<file path="src/rtl/vj_pkg.sv">
// vj_pkg: shared float type, constants and accumulator FSM states for the
// Viola-Jones classifier pipeline.
package vj_pkg;
    typedef logic [31:0] float_t;
    localparam float_t FP_ZERO = 32'h0000_0000;
    localparam float_t FP_ONE  = 32'h3F80_0000;
    localparam int FP_ADD_LATENCY = 7;
    typedef enum logic [2:0] {
        S_IDLE, S_LOAD, S_THR, S_ACCUM, S_ADD, S_REPORT, S_HOLD
    } acc_state_t;
endpackage

</file>
<file path="src/rtl/stage_accumulator_add_fp.sv">
// add_fp: IEEE-754 single-precision adder wrapper, round-to-nearest-even,
// free-running pipeline of LATENCY register stages.
module add_fp
    import vj_pkg::*;
#(
    parameter int LATENCY = FP_ADD_LATENCY
) (
    input  logic   clock,
    input  logic   aclr,
    input  float_t dataa,
    input  float_t datab,
    output float_t result
);
    function automatic float_t fp_add(input float_t a, input float_t b);
        float_t x, y, res;
        logic [7:0] ex, ey;
        logic [9:0] e;
        logic [26:0] mx, my;
        logic [53:0] w;
        logic [27:0] s;
        logic [24:0] r;
        x = (a[30:0] >= b[30:0]) ? a : b;
        y = (a[30:0] >= b[30:0]) ? b : a;
        ex = (x[30:23] == 8'd0) ? 8'd1 : x[30:23];
        ey = (y[30:23] == 8'd0) ? 8'd1 : y[30:23];
        mx = {|x[30:23], x[22:0], 3'b000};
        // Align the smaller operand, folding shifted-out bits into sticky.
        w = {|y[30:23], y[22:0], 3'b000, 27'd0} >> (ex - ey);
        my = {w[53:28], w[27] | (|w[26:0])};
        s = (x[31] == y[31]) ? {1'b0, mx} + {1'b0, my} : {1'b0, mx} - {1'b0, my};
        e = {2'b00, ex};
        if (s[27]) begin
            s = {1'b0, s[27:2], |s[1:0]};
            e = e + 10'd1;
        end
        for (int i = 0; i < 26; i++) begin
            if (!s[26] && e > 10'd1) begin
                s = s << 1;
                e = e - 10'd1;
            end
        end
        r = {1'b0, s[26:3]} + {24'd0, s[2] & (s[3] | s[1] | s[0])};
        if (r[24]) begin
            r = r >> 1;
            e = e + 10'd1;
        end
        res = {x[31], r[23] ? e[7:0] : 8'd0, r[22:0]};
        if (e >= 10'd255) res = {x[31], 8'hFF, 23'd0};
        if (r == 25'd0) res = {x[31] & y[31], 31'd0};
        if (x[30:23] == 8'hFF)
            res = (|x[22:0]) ? (x | 32'h0040_0000) :
                  (y[30:23] == 8'hFF && x[31] != y[31]) ? 32'h7FC0_0000 : x;
        return res;
    endfunction

    float_t pipe_q [LATENCY];
    float_t pipe_d [LATENCY];

    always_comb begin
        pipe_d[0] = fp_add(dataa, datab);
        for (int i = 1; i < LATENCY; i++) pipe_d[i] = pipe_q[i-1];
    end

    always_ff @(posedge clock or posedge aclr) begin
        if (aclr) pipe_q <= '{default: FP_ZERO};
        else      pipe_q <= pipe_d;
    end

    assign result = pipe_q[LATENCY-1];
endmodule

</file>
<file path="src/rtl/stage_accumulator.sv">
// stage_accumulator: walks cascade stages, fetches each descriptor, sums the
// weak-classifier votes one add at a time and reports the stage sum.
module stage_accumulator
    import vj_pkg::*;
#(
    parameter int STAGE_CNT   = 25,
    parameter int STAGE_W     = 5,
    parameter int FEAT_W      = 12,
    parameter int ADD_LATENCY = FP_ADD_LATENCY
) (
    input  logic               clk_i,
    input  logic               rst_i,
    input  logic               start_i,
    input  logic               break_i,
    input  logic               next_stage_i,
    output logic [STAGE_W-1:0] stage_idx_o,
    output logic               stage_desc_req_o,
    input  logic               stage_desc_val_i,
    input  logic [FEAT_W-1:0]  stage_feat_num_i,
    input  float_t             stage_threshold_i,
    input  float_t             weak_val_i,
    input  logic               weak_val_val_i,
    output logic               weak_ready_o,
    output float_t             stage_threshold_o,
    output logic               stage_threshold_val_o,
    output float_t             stage_sum_o,
    output logic               stage_sum_val_o,
    output logic               stage_last_o
);
    acc_state_t         state_q, state_d;
    logic [STAGE_W-1:0] idx_q, idx_d;
    logic               req_q, req_d;
    logic [FEAT_W-1:0]  feat_num_q, feat_num_d, feat_cnt_q, feat_cnt_d;
    logic [7:0]         lat_q, lat_d;
    float_t             thr_q, thr_d, sum_q, sum_d, add_res;

    // The vote is captured by the adder's first stage on the accepting edge.
    add_fp #(.LATENCY(ADD_LATENCY)) u_add (
        .clock (clk_i),
        .aclr  (rst_i),
        .dataa (sum_q),
        .datab (weak_val_i),
        .result(add_res)
    );

    always_comb begin
        state_d    = state_q;
        idx_d      = idx_q;
        req_d      = 1'b0;
        feat_num_d = feat_num_q;
        feat_cnt_d = feat_cnt_q;
        lat_d      = lat_q;
        thr_d      = thr_q;
        sum_d      = sum_q;
        if (break_i && state_q != S_IDLE) state_d = S_IDLE;
        else begin
            case (state_q)
                S_IDLE: if (start_i) begin
                    idx_d   = '0;
                    req_d   = 1'b1;
                    state_d = S_LOAD;
                end
                S_LOAD: if (stage_desc_val_i) begin
                    feat_num_d = stage_feat_num_i;
                    thr_d      = stage_threshold_i;
                    sum_d      = FP_ZERO;
                    feat_cnt_d = '0;
                    state_d    = S_THR;
                end
                S_THR: state_d = (feat_num_q == '0) ? S_REPORT : S_ACCUM;
                S_ACCUM: if (weak_val_val_i) begin
                    lat_d   = 8'd0;
                    state_d = S_ADD;
                end
                S_ADD: if (lat_q == 8'(ADD_LATENCY - 1)) begin
                    sum_d      = add_res;
                    feat_cnt_d = feat_cnt_q + 1'b1;
                    state_d    = (feat_cnt_q + 1'b1 == feat_num_q) ? S_REPORT : S_ACCUM;
                end else lat_d = lat_q + 8'd1;
                S_REPORT: state_d = S_HOLD;
                S_HOLD: if (next_stage_i && !stage_last_o) begin
                    idx_d   = idx_q + 1'b1;
                    req_d   = 1'b1;
                    state_d = S_LOAD;
                end
                default: state_d = S_IDLE;
            endcase
        end
    end

    always_ff @(posedge clk_i or posedge rst_i) begin
        if (rst_i) begin
            state_q    <= S_IDLE;
            idx_q      <= '0;
            req_q      <= 1'b0;
            feat_num_q <= '0;
            feat_cnt_q <= '0;
            lat_q      <= 8'd0;
            thr_q      <= FP_ZERO;
            sum_q      <= FP_ZERO;
        end else begin
            state_q    <= state_d;
            idx_q      <= idx_d;
            req_q      <= req_d;
            feat_num_q <= feat_num_d;
            feat_cnt_q <= feat_cnt_d;
            lat_q      <= lat_d;
            thr_q      <= thr_d;
            sum_q      <= sum_d;
        end
    end

    assign stage_idx_o           = idx_q;
    assign stage_desc_req_o      = req_q;
    assign weak_ready_o          = state_q == S_ACCUM;
    assign stage_threshold_o     = thr_q;
    assign stage_threshold_val_o = state_q == S_THR;
    assign stage_sum_o           = sum_q;
    assign stage_sum_val_o       = state_q == S_REPORT;
    assign stage_last_o          = idx_q == STAGE_W'(STAGE_CNT - 1);
endmodule

</file>
<file path="config.mk">
export PLATFORM = sky130hd
export DESIGN_NAME = stage_accumulator
export DESIGN_NICKNAME = d
export VERILOG_FILES = /design/src/rtl/vj_pkg.sv /design/src/rtl/stage_accumulator_add_fp.sv /design/src/rtl/stage_accumulator.sv
export SDC_FILE = /design/constraint.sdc
export NUM_CORES = 1
export LEC_CHECK = 0
export ABC_AREA = 1
export ABC_CLOCK_PERIOD_IN_PS = 37100
export BUFFER_PORTS_ARGS = -buffer_cell sky130_fd_sc_hd__buf_2
export CAP_MARGIN = 10
export CORE_MARGIN = 2
export CORE_UTILIZATION = 40
export CTS_CLUSTER_DIAMETER = 100
export DETAILED_ROUTE_END_ITERATION = 7
export PLACE_DENSITY_LB_ADDON = 0.3
export SLEW_MARGIN = 20
export SYNTH_ARGS = -nofsm -noshare
export SYNTH_HDL_FRONTEND = slang
export SYNTH_HIERARCHICAL = 1
export SYNTH_SLANG_ARGS = --single-unit
</file>
<file path="constraint.sdc">
create_clock -name clk_i -period 37.1 [get_ports clk_i]
set_input_delay 7.42 -clock clk_i [delete_from_list [all_inputs] [get_ports clk_i]]
set_output_delay 7.42 -clock clk_i [all_outputs]
set_load 0.03 [all_outputs]
</file>
==> out/metrics.cfg <==
[synthesis]
syn-num-nets=7248
seq_area_frac_synth_pct=18.7
syn_area_sq_um=44000
ys_warn_count=6
syn_area_per_cell_sq_um=6.27
postSynthCellCount=7017
synthXorXnorAreaFrac_pct=2.34
synth_edf_count=0
ys.flop_type=dfrtp_1
async_reset_ff_share_pct=100
yosysUniqueCellTypes=89
synth_top_area_share_pct=18.7
synth_area_leaders=dfrtp_1, nand2_1, inv_1
synth.area.mux_share_pct=0.919
synth-compound-area-share_pct=13.2
synthSimpleGateAreaFrac_pct=46.0
yosys.area.top_type=dfrtp_1
synth_top_family_by_area=simple AND/OR/NAND/NOR gates
synthAdderAreaFrac_pct=4.25
ys_ff_latch=329

[die]
ios=157
die_area_sq_um=113000
core.rowCount=121
fp.dieW_um=336
start_util_pct=40.3
core_sq_um=109000
die_h_um=336

[worst_setup_path]
crit_required_ns=37.60
cp_max_fo=8
critPathCaptureType=flip-flop
crit_type=in2reg
start_kind=input port
cp_slowest_stage_delay_ns=0.34
crit_path_top_delay_cell=fa_2
crit_top_cell=buf_4
critPathArrivalTime_ns=38.94

[timing]
fin_ws_ns=-1.34
fin_crit_ns=38.44
post-route-period-util_pct=104
rsz0062_at_grt=yes
final_max_slew_viol_count=0
hold_viol=0
setup_viol=32
max_slew_margin_pct=31.1
fmaxAchievable_mhz=26.0
tightestPinTransition_ns=1.03
finalClockSkew_ns=0.0109

[placement]
dp_slack_ns=-2.32
routabilityCongestion=0.941
io_buffers=156
hpwl_um=119000

[cts]
clock_sinks=329
cts_tree=built
root_buffer=clkbuf_16
clk_latency_ns=0.57
ctsHtreeMaxLevel=1
clock_path_buffers=3
path_clk_slew_ns=0.07
numCtsBuffers=27

[global_route]
track_usage_pct=25.2
antenna_found_initial=7
grt_overflow=0
grt_pass1_vias=46300
grt_pass1_wl_um=234000
grt_max_degree=151

[hold_path]
min_path_type=reg2reg

[status]
violations=negative setup slack
status=finished, violations left

[final_layout]
fin_nets=8818
drive_gt1_share_pct=38.5
utilization_pct=56.1
area_growth_pct=39.0

[detailed_routing]
vias=49200
ant_nets=0
drc=0
routedWlPerCell_um=14.8
drt_wl_total_um=149000
first_pass_iters=6
drtIter0Drc=3047
via_per_inst=4.90

[run]
max_cap_viol_count=0

## registers in the layout, summed over array words and instances, names as in the netlist
signal and cells:
stage_idx_o 5, u_add/pipe_d 192, state_q 3, feat_num_q 12, stage_threshold_o 32, u_add/result 32, stage_desc_req_o 1, stage_sum_o 32
feat_cnt_q 12, lat_q 8
## final cells by class
| class | instances | area, sq um |
|---|---|---|
| well taps | 1414 | 1770 |
| diodes | 7 | 17.5 |
| repair buffers | 1784 | 13600 |
| fillers | 10500 | 47900 |
| clock buffers | 39 | 801 |
| multi-input cells | 5348 | 32200 |
| clock inverters | 11 | 151 |
| flip-flops and latches | 329 | 8230 |
| inverters | 1097 | 4320 |
## logic make-up after synthesis
group | after synthesis
muxes | 36
adders and majority gates | 148
DFF | 329
buffers and inverters | 1346
xor gates and xnor gates | 104
and+or+nand+nor | 4013
AOI/OAI and AO/OA | 1041
## routing by layer
metal / vias to the layer above / wire, um / GRT usage (%)
met5: - / 13 / 0
met4: 2 / 6630 / 10.6
met3: 287 / 4870 / 1.73
met2: 1059 / 76000 / 46.9
met1: 22600 / 61300 / 29.6
li1: 25300 / - / -
## synthesized netlist by cell type (all sizes together), types with 2 or more instances
cell type,number
nand4,146
xnor2,26
nand3b,41
nor4,13
a211oi,2
ha,146
o211ai,6
nand3,577
clkbuf,143
xor2,78
bufinv,3
nand2,2434
inv,1081
dfrtp,329
o22ai,3
a311oi,2
o221ai,4
mux2,35
or2,32
o31ai,17
nor3,31
o21a,9
fa,2
o21bai,9
clkinv,12
a21oi,271
a31oi,24
a21boi,13
nor2,733
and2,4
o21ai,676
bufbuf,5
buf,100
## worst max-delay path: cells and delay by family
kind | cells | cell delay (ns)
and+or+nand+nor | 144 | 14.54
buffers and inverters | 82 | 8.90
AOI/OAI and AO/OA | 22 | 3.11
xor gates and xnor gates | 7 | 1.30
adders and majority gates | 21 | 3.50
## cells in the final DEF, fill, tap and decap left out, types with 23 or more instances in the layout
| cell | n |
|---|---|
| clkbuf_16 | 30 |
| a31oi_1 | 24 |
| o21ai_1 | 58 |
| nand2_8 | 26 |
| nor2_1 | 491 |
| buf_2 | 148 |
| ha_1 | 69 |
| nand3_4 | 35 |
| nor3_1 | 24 |
| nand3b_1 | 35 |
| nor2_2 | 120 |
| buf_6 | 28 |
| ha_4 | 75 |
| inv_2 | 123 |
| xor2_1 | 65 |
| a21oi_1 | 235 |
| o21ai_2 | 38 |
| nand3_2 | 108 |
| o21ai_0 | 565 |
| buf_4 | 1574 |
| dfrtp_1 | 329 |
| inv_1 | 912 |
| xnor2_1 | 23 |
| nor2_4 | 121 |
| nand2_1 | 1810 |
| nand3_1 | 435 |
| a21oi_2 | 29 |
| nand2_4 | 200 |
| nand4_1 | 140 |
| nand2_2 | 403 |
| mux2_2 | 33 |
| inv_4 | 41 |
## worst paths after layout
path / start / end / slack [ns] / cells after the start
setup / recovery: weak_val_i[6] / u_add/pipe_d[185] / -1.34 / 276
hold / removal: u_add/pipe_d[106] / u_add/pipe_d[74] / 0.35 / 0
setup reg to reg: stage_sum_o[24] / u_add/pipe_d[185] / 5.00 / 271
hold reg to reg: u_add/pipe_d[106] / u_add/pipe_d[74] / 0.35 / 0
max in group asynchronous: rst_i / u_add/pipe_d[48] / 28.63 / 3
min in group asynchronous: rst_i / stage_sum_o[5] / 6.99 / 2
## repair_timing
action                                  4_1_cts  5_1_grt
hold buffers                                  0        0
gates cloned                                 14        3
pin swaps                                   100      163
endpoints found under the setup margin       32       32
gates resized for setup                     178      218
setup buffers                               130       66
hold endpoints to repair                      0        0
## per-stage QoR
step,cells,hold WS [ns],TNS [ns],area (sq um)
finish,10000,0.346,-40.17,61100
global route,10000,0.352,-101.43,61100
global placement,9761,0.331,-51.38,56700
floorplan,7017,0.331,-151.56,45500
CTS,9955,0.349,-25.45,59700
detailed placement,9761,0.335,-71.79,56700
Power is not shown: default switching activity piles up to over one toggle a cycle in this logic, so the estimate is an artifact.
